## src/rtl/inst_fetch_unit_pkg.sv

```systemverilog
// -----------------------------------------------------------------------------
// inst_fetch_unit_pkg
//   Shared definitions for the instruction fetch front end:
//   - RV32 opcode constants used by static next-PC prediction
//   - default reset PC
//   - instruction-queue entry layout {inst, pc, pred_taken}
// -----------------------------------------------------------------------------
package inst_fetch_unit_pkg;

    localparam logic [6:0]  OPC_JAL          = 7'b1101111;
    localparam logic [6:0]  OPC_BRANCH       = 7'b1100011;
    localparam logic [31:0] DEFAULT_RESET_PC = 32'h0000_0000;

    typedef struct packed {
        logic [31:0] inst;
        logic [31:0] pc;
        logic        pred_taken;
    } iq_entry_t;

endpackage

```

## src/rtl/inst_fetch_unit_predecode.sv

```systemverilog
// -----------------------------------------------------------------------------
// inst_fetch_unit_predecode
//   Purely combinational static predictor for one fetched instruction.
//   Kept standalone so a later BTB stage can reuse it unchanged.
//
//   Ports:
//     inst        in  32  fetched instruction
//     pc          in  32  address of inst
//     pred_taken  out  1  JAL, or conditional branch with a backward offset
//     next_pc     out 32  predicted address of the following fetch
// -----------------------------------------------------------------------------
module inst_fetch_unit_predecode
    import inst_fetch_unit_pkg::*;
(
    input  logic [31:0] inst,
    input  logic [31:0] pc,
    output logic        pred_taken,
    output logic [31:0] next_pc
);

    logic [31:0] j_imm;
    logic [31:0] b_imm;

    always_comb begin
        j_imm = {{12{inst[31]}}, inst[19:12], inst[20], inst[30:21], 1'b0};
        b_imm = {{20{inst[31]}}, inst[7], inst[30:25], inst[11:8], 1'b0};

        pred_taken = 1'b0;
        next_pc    = pc + 32'd4;

        if (inst[6:0] == OPC_JAL) begin
            pred_taken = 1'b1;
            next_pc    = pc + j_imm;
        end else if ((inst[6:0] == OPC_BRANCH) && inst[31]) begin
            // Backward-taken / forward-not-taken: inst[31] is the B-imm sign.
            pred_taken = 1'b1;
            next_pc    = pc + b_imm;
        end
    end

endmodule

```

## src/rtl/inst_fetch_unit.sv

```systemverilog
// -----------------------------------------------------------------------------
// inst_fetch_unit
//   Front-end stage upstream of the instruction cache. Owns the PC, presents
//   the next fetch address to the icache, matches the icache's one-cycle
//   registered response against the outstanding request, predicts the next
//   PC and buffers fetched instructions in a circular queue for decode.
//
//   Ports:
//     clk_in          in   1  clock
//     rst_in          in   1  asynchronous active-low reset
//     req_pc          out 32  fetch address, sampled by the icache at posedge
//     inst_in         in  32  instruction returned by the icache
//     inst_valid      in   1  inst_in valid (registered in the icache)
//     redirect_valid  in   1  flush + refetch request, highest priority
//     redirect_pc     in  32  new fetch address
//     iq_valid        out  1  queue head valid
//     iq_ready        in   1  decoder consumes the head
//     iq_inst         out 32  head instruction
//     iq_pc           out 32  head PC
//     iq_pred_taken   out  1  head predicted taken
// -----------------------------------------------------------------------------
module inst_fetch_unit
    import inst_fetch_unit_pkg::*;
#(
    parameter int          IQ_SIZE_LOG = 3,
    parameter logic [31:0] RESET_PC    = DEFAULT_RESET_PC
) (
    input  logic        clk_in,
    input  logic        rst_in,
    output logic [31:0] req_pc,
    input  logic [31:0] inst_in,
    input  logic        inst_valid,
    input  logic        redirect_valid,
    input  logic [31:0] redirect_pc,
    output logic        iq_valid,
    input  logic        iq_ready,
    output logic [31:0] iq_inst,
    output logic [31:0] iq_pc,
    output logic        iq_pred_taken
);

    localparam int                     DEPTH     = 1 << IQ_SIZE_LOG;
    localparam logic [IQ_SIZE_LOG:0]   DEPTH_CNT = (IQ_SIZE_LOG + 1)'(DEPTH);
    localparam logic [IQ_SIZE_LOG:0]   CNT_ONE   = (IQ_SIZE_LOG + 1)'(1);
    localparam logic [IQ_SIZE_LOG-1:0] PTR_ONE   = IQ_SIZE_LOG'(1);

    logic [31:0]            fetch_pc_q, fetch_pc_d;
    logic                   req_seen_q, req_seen_d;
    logic [31:0]            last_req_q, last_req_d;
    logic [IQ_SIZE_LOG-1:0] head_q, head_d;
    logic [IQ_SIZE_LOG-1:0] tail_q, tail_d;
    logic [IQ_SIZE_LOG:0]   count_q, count_d;

    iq_entry_t iq_mem [DEPTH];
    iq_entry_t head_entry;

    logic        pd_taken;
    logic [31:0] pd_next_pc;
    logic        has_entry;
    logic        usable;
    logic        accept;
    logic        pop;
    logic [31:0] next_pc;

    inst_fetch_unit_predecode u_predecode (
        .inst       (inst_in),
        .pc         (fetch_pc_q),
        .pred_taken (pd_taken),
        .next_pc    (pd_next_pc)
    );

    always_comb begin
        has_entry = (count_q != '0);

        // The icache answers one cycle after sampling req_pc. A response only
        // belongs to fetch_pc if that same address was presented last cycle
        // and no redirect intervened.
        usable = req_seen_q && (last_req_q == fetch_pc_q) && inst_valid;

        // A full queue stalls even when the head is popped this cycle.
        accept = usable && (count_q < DEPTH_CNT) && !redirect_valid;

        // A pop coinciding with a redirect is dropped; the decoder flushes too.
        pop = has_entry && iq_ready && !redirect_valid;

        if (redirect_valid) begin
            next_pc = redirect_pc;
        end else if (accept) begin
            next_pc = pd_next_pc;
        end else begin
            next_pc = fetch_pc_q;
        end

        fetch_pc_d = next_pc;
        last_req_d = req_pc;
        req_seen_d = !redirect_valid;

        head_d  = head_q;
        tail_d  = tail_q;
        count_d = count_q;
        if (redirect_valid) begin
            head_d  = '0;
            tail_d  = '0;
            count_d = '0;
        end else begin
            if (accept) begin
                tail_d = tail_q + PTR_ONE;
            end
            if (pop) begin
                head_d = head_q + PTR_ONE;
            end
            case ({accept, pop})
                2'b10:   count_d = count_q + CNT_ONE;
                2'b01:   count_d = count_q - CNT_ONE;
                default: count_d = count_q;
            endcase
        end
    end

    // While reset is held the icache must see the reset PC, even if a
    // redirect is being driven.
    assign req_pc = rst_in ? next_pc : RESET_PC;

    always_ff @(posedge clk_in or negedge rst_in) begin
        if (!rst_in) begin
            fetch_pc_q <= RESET_PC;
            req_seen_q <= 1'b0;
            last_req_q <= RESET_PC;
            head_q     <= '0;
            tail_q     <= '0;
            count_q    <= '0;
        end else begin
            fetch_pc_q <= fetch_pc_d;
            req_seen_q <= req_seen_d;
            last_req_q <= last_req_d;
            head_q     <= head_d;
            tail_q     <= tail_d;
            count_q    <= count_d;
        end
    end

    // Queue storage carries no reset; validity is tracked by count_q alone.
    always_ff @(posedge clk_in) begin
        if (accept) begin
            iq_mem[tail_q] <= '{inst: inst_in, pc: fetch_pc_q, pred_taken: pd_taken};
        end
    end

    // Head fields are forced to zero when the queue is empty so that reset
    // and flush present clean outputs regardless of stale storage.
    always_comb begin
        head_entry    = iq_mem[head_q];
        iq_valid      = has_entry;
        iq_inst       = '0;
        iq_pc         = '0;
        iq_pred_taken = 1'b0;
        if (has_entry) begin
            iq_inst       = head_entry.inst;
            iq_pc         = head_entry.pc;
            iq_pred_taken = head_entry.pred_taken;
        end
    end

endmodule

```

## config.mk

```make
export PLATFORM = sky130hd
export DESIGN_NAME = inst_fetch_unit
export DESIGN_NICKNAME = d
export VERILOG_FILES = /design/src/rtl/inst_fetch_unit_pkg.sv /design/src/rtl/inst_fetch_unit_predecode.sv /design/src/rtl/inst_fetch_unit.sv
export SDC_FILE = /design/constraint.sdc
export NUM_CORES = 1
export LEC_CHECK = 0
export CAP_MARGIN = 10
export CORE_ASPECT_RATIO = 1.25
export CORE_MARGIN = 3
export CORE_UTILIZATION = 64
export CTS_CLUSTER_DIAMETER = 120
export DETAILED_ROUTE_END_ITERATION = 12
export HOLD_SLACK_MARGIN = 0.02
export PLACE_DENSITY_LB_ADDON = 0.12
export SLEW_MARGIN = 20
export SYNTH_ARGS = -nofsm -noshare
export SYNTH_HDL_FRONTEND = slang
export SYNTH_SLANG_ARGS = --single-unit
```

## constraint.sdc

```tcl
create_clock -name clk_in -period 19.61 [get_ports clk_in]
set_input_delay 3.922 -clock clk_in [delete_from_list [all_inputs] [get_ports clk_in]]
set_output_delay 3.922 -clock clk_in [all_outputs]
set_load 0.02 [all_outputs]
```

# Word-level counts from Yosys, hierarchy flattened
# Memory sizes are Yosys's and may differ from the RTL's.
# Index checks and enable logic that the tools add are counted.
# word_totals
in_bits	69
ramBits	520
mem_count	1
reg_bits	75
wordCells	50
# memory_table
name	words	width	rd	rd_ports_with_merged_regs	wr	line_no	source
iq_mem	8	65	1	0	1	inst_fetch_unit.sv:54	iq_entry_t iq_mem [DEPTH];
# classes
n_lt_le_gt_ge	1
addsub	7
n_reduce_logical	12
muxes	18
eq_ne	5
# ops
cell	count
$mux W32	7
$add A32 B32 Y32	2
$add A32 B3 Y32 const B	1
$eq A32 B32 Y1	1
$eq A7 B7 Y1 const B	2
$mux W3	4
$pmux W4 S2	1
$logic_and A1 B1 Y1	7
$add A3 B1 Y3 const B	2
$mux W1	5
$add A4 B1 Y4 const B	1
$lt A4 B4 Y1 const B	1
$mux W4	1
$reduce_bool A2 Y1	2
$reduce_bool A4 Y1	1
$sub A4 B1 Y4 const B	1
$reduce_bool A3 Y1	1
$eq A2 B1 Y1 const B	1
$eq A2 B2 Y1 const B	1
$logic_not A1 Y1	1

# Depth between registers and ports, before layout
# depth
depth_word	8
depth_mapped	14

# By module
# A second synthesis with hierarchy kept.
# unflattened
cells_unflattened	1883
hier_area_um2	27675.3
# by_module_without_submodules
mod	cells_per_inst	n_inst	area_each_um2	seq_area_each_um2
inst_fetch_unit	1284	1	23680.2	17491.8
inst_fetch_unit_predecode	599	1	3995.1	0.0

# Least setup slack after synthesis
# OpenSTA, ideal clock, no wires.
# synth_timing
path_kind	input-to-reg
start	input port inst_valid
end	memory iq_mem[0][0] (netlist bit), enable pin
arrival_ns	11.904
n_path_buf	1
setup_ns	0.671
cell_stages	7
setup_slack_ns	7.035
cell_sequence	inv_1 a2111o_1 nor4_4 nand3_1 nor2_1 buf_2 nor4b_1
# synth_via
elab_chain_cells	5
# synth_lines
item	line_no	source
start: declaration	inst_fetch_unit.sv:32	input logic inst_valid,
$logic_and A1 B1 Y1	inst_fetch_unit.sv:78	usable = req_seen_q && (last_req_q == fetch_pc_q) && inst_valid;
$logic_and A1 B1 Y1 (2 in a row)	inst_fetch_unit.sv:81	accept = usable && (count_q < DEPTH_CNT) && !redirect_valid;
$mux W1	inst_fetch_unit.sv:144	if (accept) begin
$mux W1 (implied by the code)	inst_fetch_unit.sv:145	iq_mem[tail_q] <= '{inst: inst_in, pc: fetch_pc_q, pred_taken: pd_taken};
end: declaration	inst_fetch_unit.sv:54	
# Every way passes these cells.

# Worst setup path after layout
# layout_timing
start	input port inst_in[6]
end	output port req_pc[26]
# layout_via
elab_chain_cells	7
# layout_lines
item	line_no	source
start: declaration	inst_fetch_unit.sv:31	input logic [31:0] inst_in,
$eq A7 B7 Y1	inst_fetch_unit_predecode.sv:34	end else if ((inst[6:0] == OPC_BRANCH) && inst[31]) begin
$logic_and A1 B1 Y1	inst_fetch_unit_predecode.sv:34	
$mux W32	inst_fetch_unit_predecode.sv:34	
$mux W32 *	inst_fetch_unit_predecode.sv:31	if (inst[6:0] == OPC_JAL) begin
$mux W32 *	inst_fetch_unit.sv:88	end else if (accept) begin
$mux W32 *	inst_fetch_unit.sv:86	if (redirect_valid) begin
net fetch_pc_d[26]	inst_fetch_unit.sv:47	logic [31:0] fetch_pc_q, fetch_pc_d;
$mux W32 *	inst_fetch_unit.sv:122	assign req_pc = rst_in ? next_pc : RESET_PC;
end: declaration	inst_fetch_unit.sv:30	output logic [31:0] req_pc,
# The timed path passes the listed nets; every way through them passes the cells marked *.

==> out/metrics.cfg <==
[sta]
finalHoldViolCount=0
max_slew_margin_pct=28.7
setup_viol=0
rsz0062_at_grt=false
fin_hold_ws_ns=0.623
fmax_mhz=81.0
fin_crit_ns=12.35
fin_crit_sh_pct=63.0
worst_pin_slew_ns=1.07
setup_tns_ns=0
skew_ns=0.0204
report.final.slew_viol_count=0

[detailed_routing]
vias_per_cell=6.66
drt_iter0_markers=1866
wire_per_inst_um=27.9
via_count=16811
drc_errors=0
drtPass1Iterations=6
route.antenna.remaining_nets=0
wl_mm=70.4

[clock_network]
cts_tree=yes
cts_buffer_depth=3
clk_latency_ns=0.60
path_clk_slew_ns=0.06
cts_sinks=595
postCtsSetupBuffers=0
cts_made_buffers=55
cts_resized=0
postCtsHoldBufs=0
cts-root-buf=clkbuf_16
htreeDepth=2

[synth]
ys_top_cells_by_count=520 x edfxtp_1, 139 x nor2_1, 130 x mux4_2
yosysUniqueCellTypes=81
yosys.area.top_type=edfxtp_1
synthArstFlopShare_pct=12.6
syn-instance-count=1786
synth-edff-count=520
ys_seq_area_share_pct=64.5
ys_top_cells_by_area=edfxtp_1 58%, mux4_2 11%, dfrtp_1 6.9%, mux2i_1 2.5%, ha_1 2.2%
yosys_most_used_dff=edfxtp_1
synth_top_area_share_pct=57.6
synth.most_common_cell=edfxtp_1
synth_area_per_cell_sq_um=15.2
ys.warnings.count=0
synth_seq_cells=595
syn_area_sq_um=27100
synth_nets=1906

[worst_hold_path]
hp-class=flop to flop
min_from=count_q[1]

[power]
p_per_area_nw_per_um2=86.9
ir_worst_vdd_v=0.0000957
leakage_nw=10.0

[run]
drv_cap=0

[critical_path]
end_kind=output port
crit_required_ns=15.69
arrival_ns=8.42
start_kind=primary input
reg2reg_slack_ns=14.90
path_class=primary input to output port
worstReg2RegStart=fetch_pc_q[13]
path_max_fanout=30
critPathLaunch=inst_in[6]

[layout]
drive_gt1_share_pct=13.9
finalInstanceArea_sq_um=31100
area_growth_pct=14.6
nFillCells=2508
utilization_pct=75.0
fin_nets=2051

[grt]
grt_pass1_vias=17340
grt_pass1_wl_mm=107
grt.overflow.total=0
antenna_found_initial=1
grt_max_degree=97
grt_usage_pct=32.0

[floorplanning]
start_util_pct=65.4
num_io_pins=167
die_y_um=236
rows=83
die_w_um=190
die_area_sq_um=44900
core_area_sq_um=41400

[placed_design]
finalWeightedCongestion=1.02
portBuffers=166
place_hpwl_mm=44.0
place_area_sq_um=29400

[status]
outcome=complete, no violations

-- power by group --
part / switching (mW) / leakage, nW / internal (mW) / total (mW)
combinational: 0.150 / 3.60 / 0.0969 / 0.247
sequential: 0.0336 / 5.60 / 1.39 / 1.43
clock: 0.456 / 0.843 / 0.572 / 1.03
-- cells by family after synthesis --
| group | after synthesis | synth area share [%] |
|---|---|---|
| AOI/OAI and AO/OA | 305 | 7.38 |
| xor gates and xnor gates | 89 | 2.87 |
| adders and majority gates | 51 | 2.44 |
| buffers and inverters | 130 | 1.88 |
| DFF | 595 | 64.5 |
| muxes | 202 | 13.5 |
| and+or+nand+nor | 414 | 7.44 |
-- layer usage --
metal / track usage, % / vias up / part of all wire [%]
li1: - / 7295 / -
met5: 0 / - / 0
met3: 4.49 / 164 / 7.5
met4: 10.5 / 0 / 3.4
met2: 53.1 / 844 / 50
met1: 44.6 / 8508 / 39
-- placed cells by master (no fill, tap or decap), types with 9 or more instances in the layout --
cell type / n
a211oi_1: 15
a21o_1: 23
a21oi_1: 84
a31oi_1: 14
and2_1: 36
and3_1: 10
buf_4: 31
clkbuf_16: 55
clkdlybuf4s50_1: 164
clkinv_2: 11
dfrtp_1: 72
edfxtp_1: 520
ha_1: 48
inv_1: 20
mux2i_1: 69
mux4_2: 130
nand2_1: 87
nand3_1: 36
nand4_1: 33
nor2_1: 136
nor3_1: 17
nor4_1: 9
o211ai_1: 13
o21a_1: 14
o21ai_0: 56
o21bai_1: 11
o31ai_1: 10
xnor2_1: 68
xor2_1: 21
-- sequential cells by signal (all words and copies together), names as in the netlist --
register,cells
iq_mem,520
req_seen_q,1
last_req_q,32
count_q,4
head_q,3
fetch_pc_q,32
tail_q,3
-- worst paths after layout --
check                            endpoint  depth (start not counted)
max                            req_pc[26]                         15
min reg2reg                    count_q[1]                          2
min                            count_q[1]                          2
min in group asynchronous  fetch_pc_q[27]                          1
max reg2reg                 iq_mem[4][59]                          8
max in group asynchronous       head_q[2]                          2
-- final cells by class --
cell class | instances | area [sq um] | share of cell area, %
Antenna cell | 1 | 2.50 | 0.00805
Clock buffer | 63 | 1410 | 4.52
Clock inverter | 34 | 325 | 1.05
Inverter | 21 | 78.8 | 0.254
Multi-Input combinational cell | 1061 | 9180 | 29.5
Sequential cell | 595 | 17500 | 56.3
Tap cell | 552 | 691 | 2.22
Timing Repair Buffer | 197 | 1900 | 6.11
-- worst max-delay path, stage by stage --
cell             delay (ns)
clkdlybuf4s50_1        0.57
and4_1                 0.31
nand2b_1               0.13
nor2_2                 0.05
buf_4                  0.25
nor2_1                 0.67
clkinv_1               0.41
buf_4                  0.32
nand3_1                0.10
nand3_1                0.09
a41o_1                 0.24
or3_1                  0.33
o22ai_2                0.20
and2_1                 0.17
clkdlybuf4s50_1        0.61
-- per-stage QoR --
stage,cells,setup WS [ns],total power [mW]
after detailed placement,2426,7.39,1.69
after global routing,2524,7.06,2.78
after global placement,2426,7.51,1.69
after floorplan,1786,7.04,1.59
final,2524,7.26,2.70
after CTS,2523,7.37,2.71
No activity file was read; power rests on OpenSTA's default activity.
==> RTL change (config.mk and constraints unchanged) <==
Set the parameter `IQ_SIZE_LOG` to 4 (it was 3).
--- a/src/rtl/inst_fetch_unit.sv
+++ b/src/rtl/inst_fetch_unit.sv
@@ -22,7 +22,7 @@
 module inst_fetch_unit
     import inst_fetch_unit_pkg::*;
 #(
-    parameter int          IQ_SIZE_LOG = 3,
+    parameter int          IQ_SIZE_LOG = 4,
     parameter logic [31:0] RESET_PC    = DEFAULT_RESET_PC
 ) (
     input  logic        clk_in,
Check against the original RTL: not settled (the Yosys comparison gave no result); the edit may change what the design does.
==> RTL change against the unedited design <==
- power up 130%
- setup slack got worse by 0.17 ns
- combinational power rose to 5.8 times the old value
- register-to-register slack got worse by 0.56 ns
- clock skew is 0.0011 ns higher
- design area grew 72%
- sequential power grew 90%
- synthesized area up 74%
- sequential cell count up 523
- via count increased by 56%
- global-route usage rose by 1.5 points
- first-iteration DRC count up 70%
- die area grew 71%
- routed wire length grew 79%
==> RTL change: results (changes against the unedited design) <==
Clock root buffer: clkbuf_16
Synth Instances: 2523 (+41%)
Inst Count DP: 3550 (+46%)
Post-synthesis mux area share: 15.8% (+2.3 points)
Initial antenna violation count: 3 (+2)
Synth cell count leaders: edfxtp_1 (1040), mux4_2 (325), clkbuf_1 (111)
Switching Share: 27.2% (+3.6 points)
Total Routing Usage GR: 33.6% (+1.5 points)
H-Tree Depth: 3 (+1)
EDFF count, synth: 1040 (+100%)
Ys async rst share: 6.98% (-5.6 points)
Fin Clk Skew: 0.0215 ns (+0.00108 ns)
Clk pin slew, worst setup/hold paths: 0.06 ns (about the same)
Ys Warns: 0 (unchanged)
Synth Area in Compound Gates: 4.14% (-3.2 points)
Largest net degree at the start of global routing: 164 (+69%)
Vias in the first global route: 27000 (+56%)
Peak supply drop: 0.159 mV (+67%)
Area post-placement: 50000 µm² (+70%)
Share of layout cells above drive strength 1: 20.5% (+6.6 points)
Relative slew margins: 28.9% (+0.16 points)
Largest stage delay, worst path: 0.73 ns (+0.06 ns)
Clock Latency Late Sink: 0.67 ns (+0.07 ns)
Worst path slowest cell: clkdlybuf4s50_1
Largest regs: iq_mem (1040), fetch_pc_q (32), last_req_q (32)
Hold WC Path Type: reg2reg
CTS Buf Count: 100 (+82%)
Crit-path max FO: 38 (+27%)
Post-synthesis cell type count: 74 (-8.6%)
Status: finished, final reports clean
Port Buf Inserts: 166 (unchanged)
Post-synth top area share: 66.3% (+8.7 points)
Nets@finish: 2825 (+38%)
Vias per inst: 7.03 (+5.6%)
Final Wtd Congestion: 0.984 (-4.0%)
Static leakage: 0.0168 µW (+68%)
Final-report max-slew violation count: 0 (unchanged)
Top cells by area, synth: edfxtp_1 (66%), mux4_2 (16%), dfrtp_1 (4.1%)
DR pass1 iterations: 5 (-1)
Routed WL per cell: 33.8 µm (+21%)
DRT iter0 DRCs: 3176 (+70%)
First-pass GRT wire length: 186000 µm (+73%)
Final cell count without fillers: 3740 (+48%)
Post-Place Setup Slack: 7.24 ns (-0.154 ns)
Adder and majority cell fraction of the synthesized area: 1.51% (-0.93 points)
Fill count: 4248 (+69%)
Sequential share of the synthesized area: 70.5% (+6.0 points)
Syn_nets: 2647 (+39%)
HPWL after detailed placement: 70700 µm (+60%)
Critical Path AT: 8.60 ns (+0.18 ns)
XOR/XNOR Fraction of Synth Area: 1.64% (-1.2 points)
-- RTL change: layout make-up --
cell class                 count  area (µm²)  share of cell area, %
inverter                      24        90.1                  0.169
tap                          952        1190                   2.23
multi-input combinational   1235       13400                   25.1
antenna                        1        2.50                0.00469
clock buffer                 134        2810                   5.27
sequential                  1118       33200                   62.3
clock inverter                54         532                  0.997
timing repair buffer         222        2120                   3.97
-- RTL change: power groups by stage --
stage / Clock [µW] / Combinational [µW] / Sequential, µW
floorplan: 0 / 957 / 2710
global placement: 0 / 1420 / 2760
detailed placement: 0 / 1430 / 2760
CTS: 1990 / 1450 / 2710
global route: 2080 / 1520 / 2710
finish: 1970 / 1430 / 2710
-- RTL change: stage by stage --
step / power (µW) / utilization [%]
2_1_floorplan: 3670 / -
3_3_place_gp: 4170 / 69.0
3_5_place_dp: 4190 / 69.0
4_1_cts: 6150 / 73.6
5_1_grt: 6310 / 73.7
6_report: 6110 / 73.7
-- RTL change: path summary, 6_finish.rpt --
check	slack [ns]	end	from	depth (start not counted)
max	7.09	req_pc[31]	inst_in[31]	13
min	0.58	count_q[3]$_DFFE_PN0P_	count_q[3]$_DFFE_PN0P_	2
max reg2reg	14.34	iq_mem[11][58]$_DFFE_PP_	fetch_pc_q[27]$_DFF_PN0_	8
min reg2reg	0.58	count_q[3]$_DFFE_PN0P_	count_q[3]$_DFFE_PN0P_	2
max in group asynchronous	15.21	head_q[1]$_DFFE_PN0P_	rst_in	2
min in group asynchronous	3.32	fetch_pc_q[30]$_DFF_PN0_	rst_in	1
-- RTL change: cells by family after synthesis --
| kind of cell | count (synthesis) |
|---|---|
| AO/OA/AOI/OAI | 295 |
| adder cells (fa/ha/maj) | 55 |
| buffers and inverters | 170 |
| flip-flops | 1118 |
| multiplexers | 337 |
| AND/OR/NAND/NOR | 460 |
| XOR/XNOR | 88 |
-- RTL change: critical path: cells and delay by family --
| kind | cells | cell delay [ns] |
|---|---|---|
| AO/OA/AOI/OAI | 7 | 2.34 |
| adder cells (fa/ha/maj) | 1 | 0.41 |
| buffers and inverters | 3 | 1.63 |
| AND/OR/NAND/NOR | 2 | 0.23 |
-- RTL change: per-layer routing --
| metal | track usage (%) | part of all wire [%] | vias to the layer above | wire length [µm] |
|---|---|---|---|---|
| met5 | 0 | 0.0079 | - | 10 |
| met4 | 13.2 | 3.8 | 2 | 4750 |
| met3 | 5.76 | 9.3 | 290 | 11800 |
| met2 | 54.2 | 49 | 1594 | 62400 |
| met1 | 47.1 | 38 | 13700 | 47400 |
| li1 | - | - | 10700 | - |
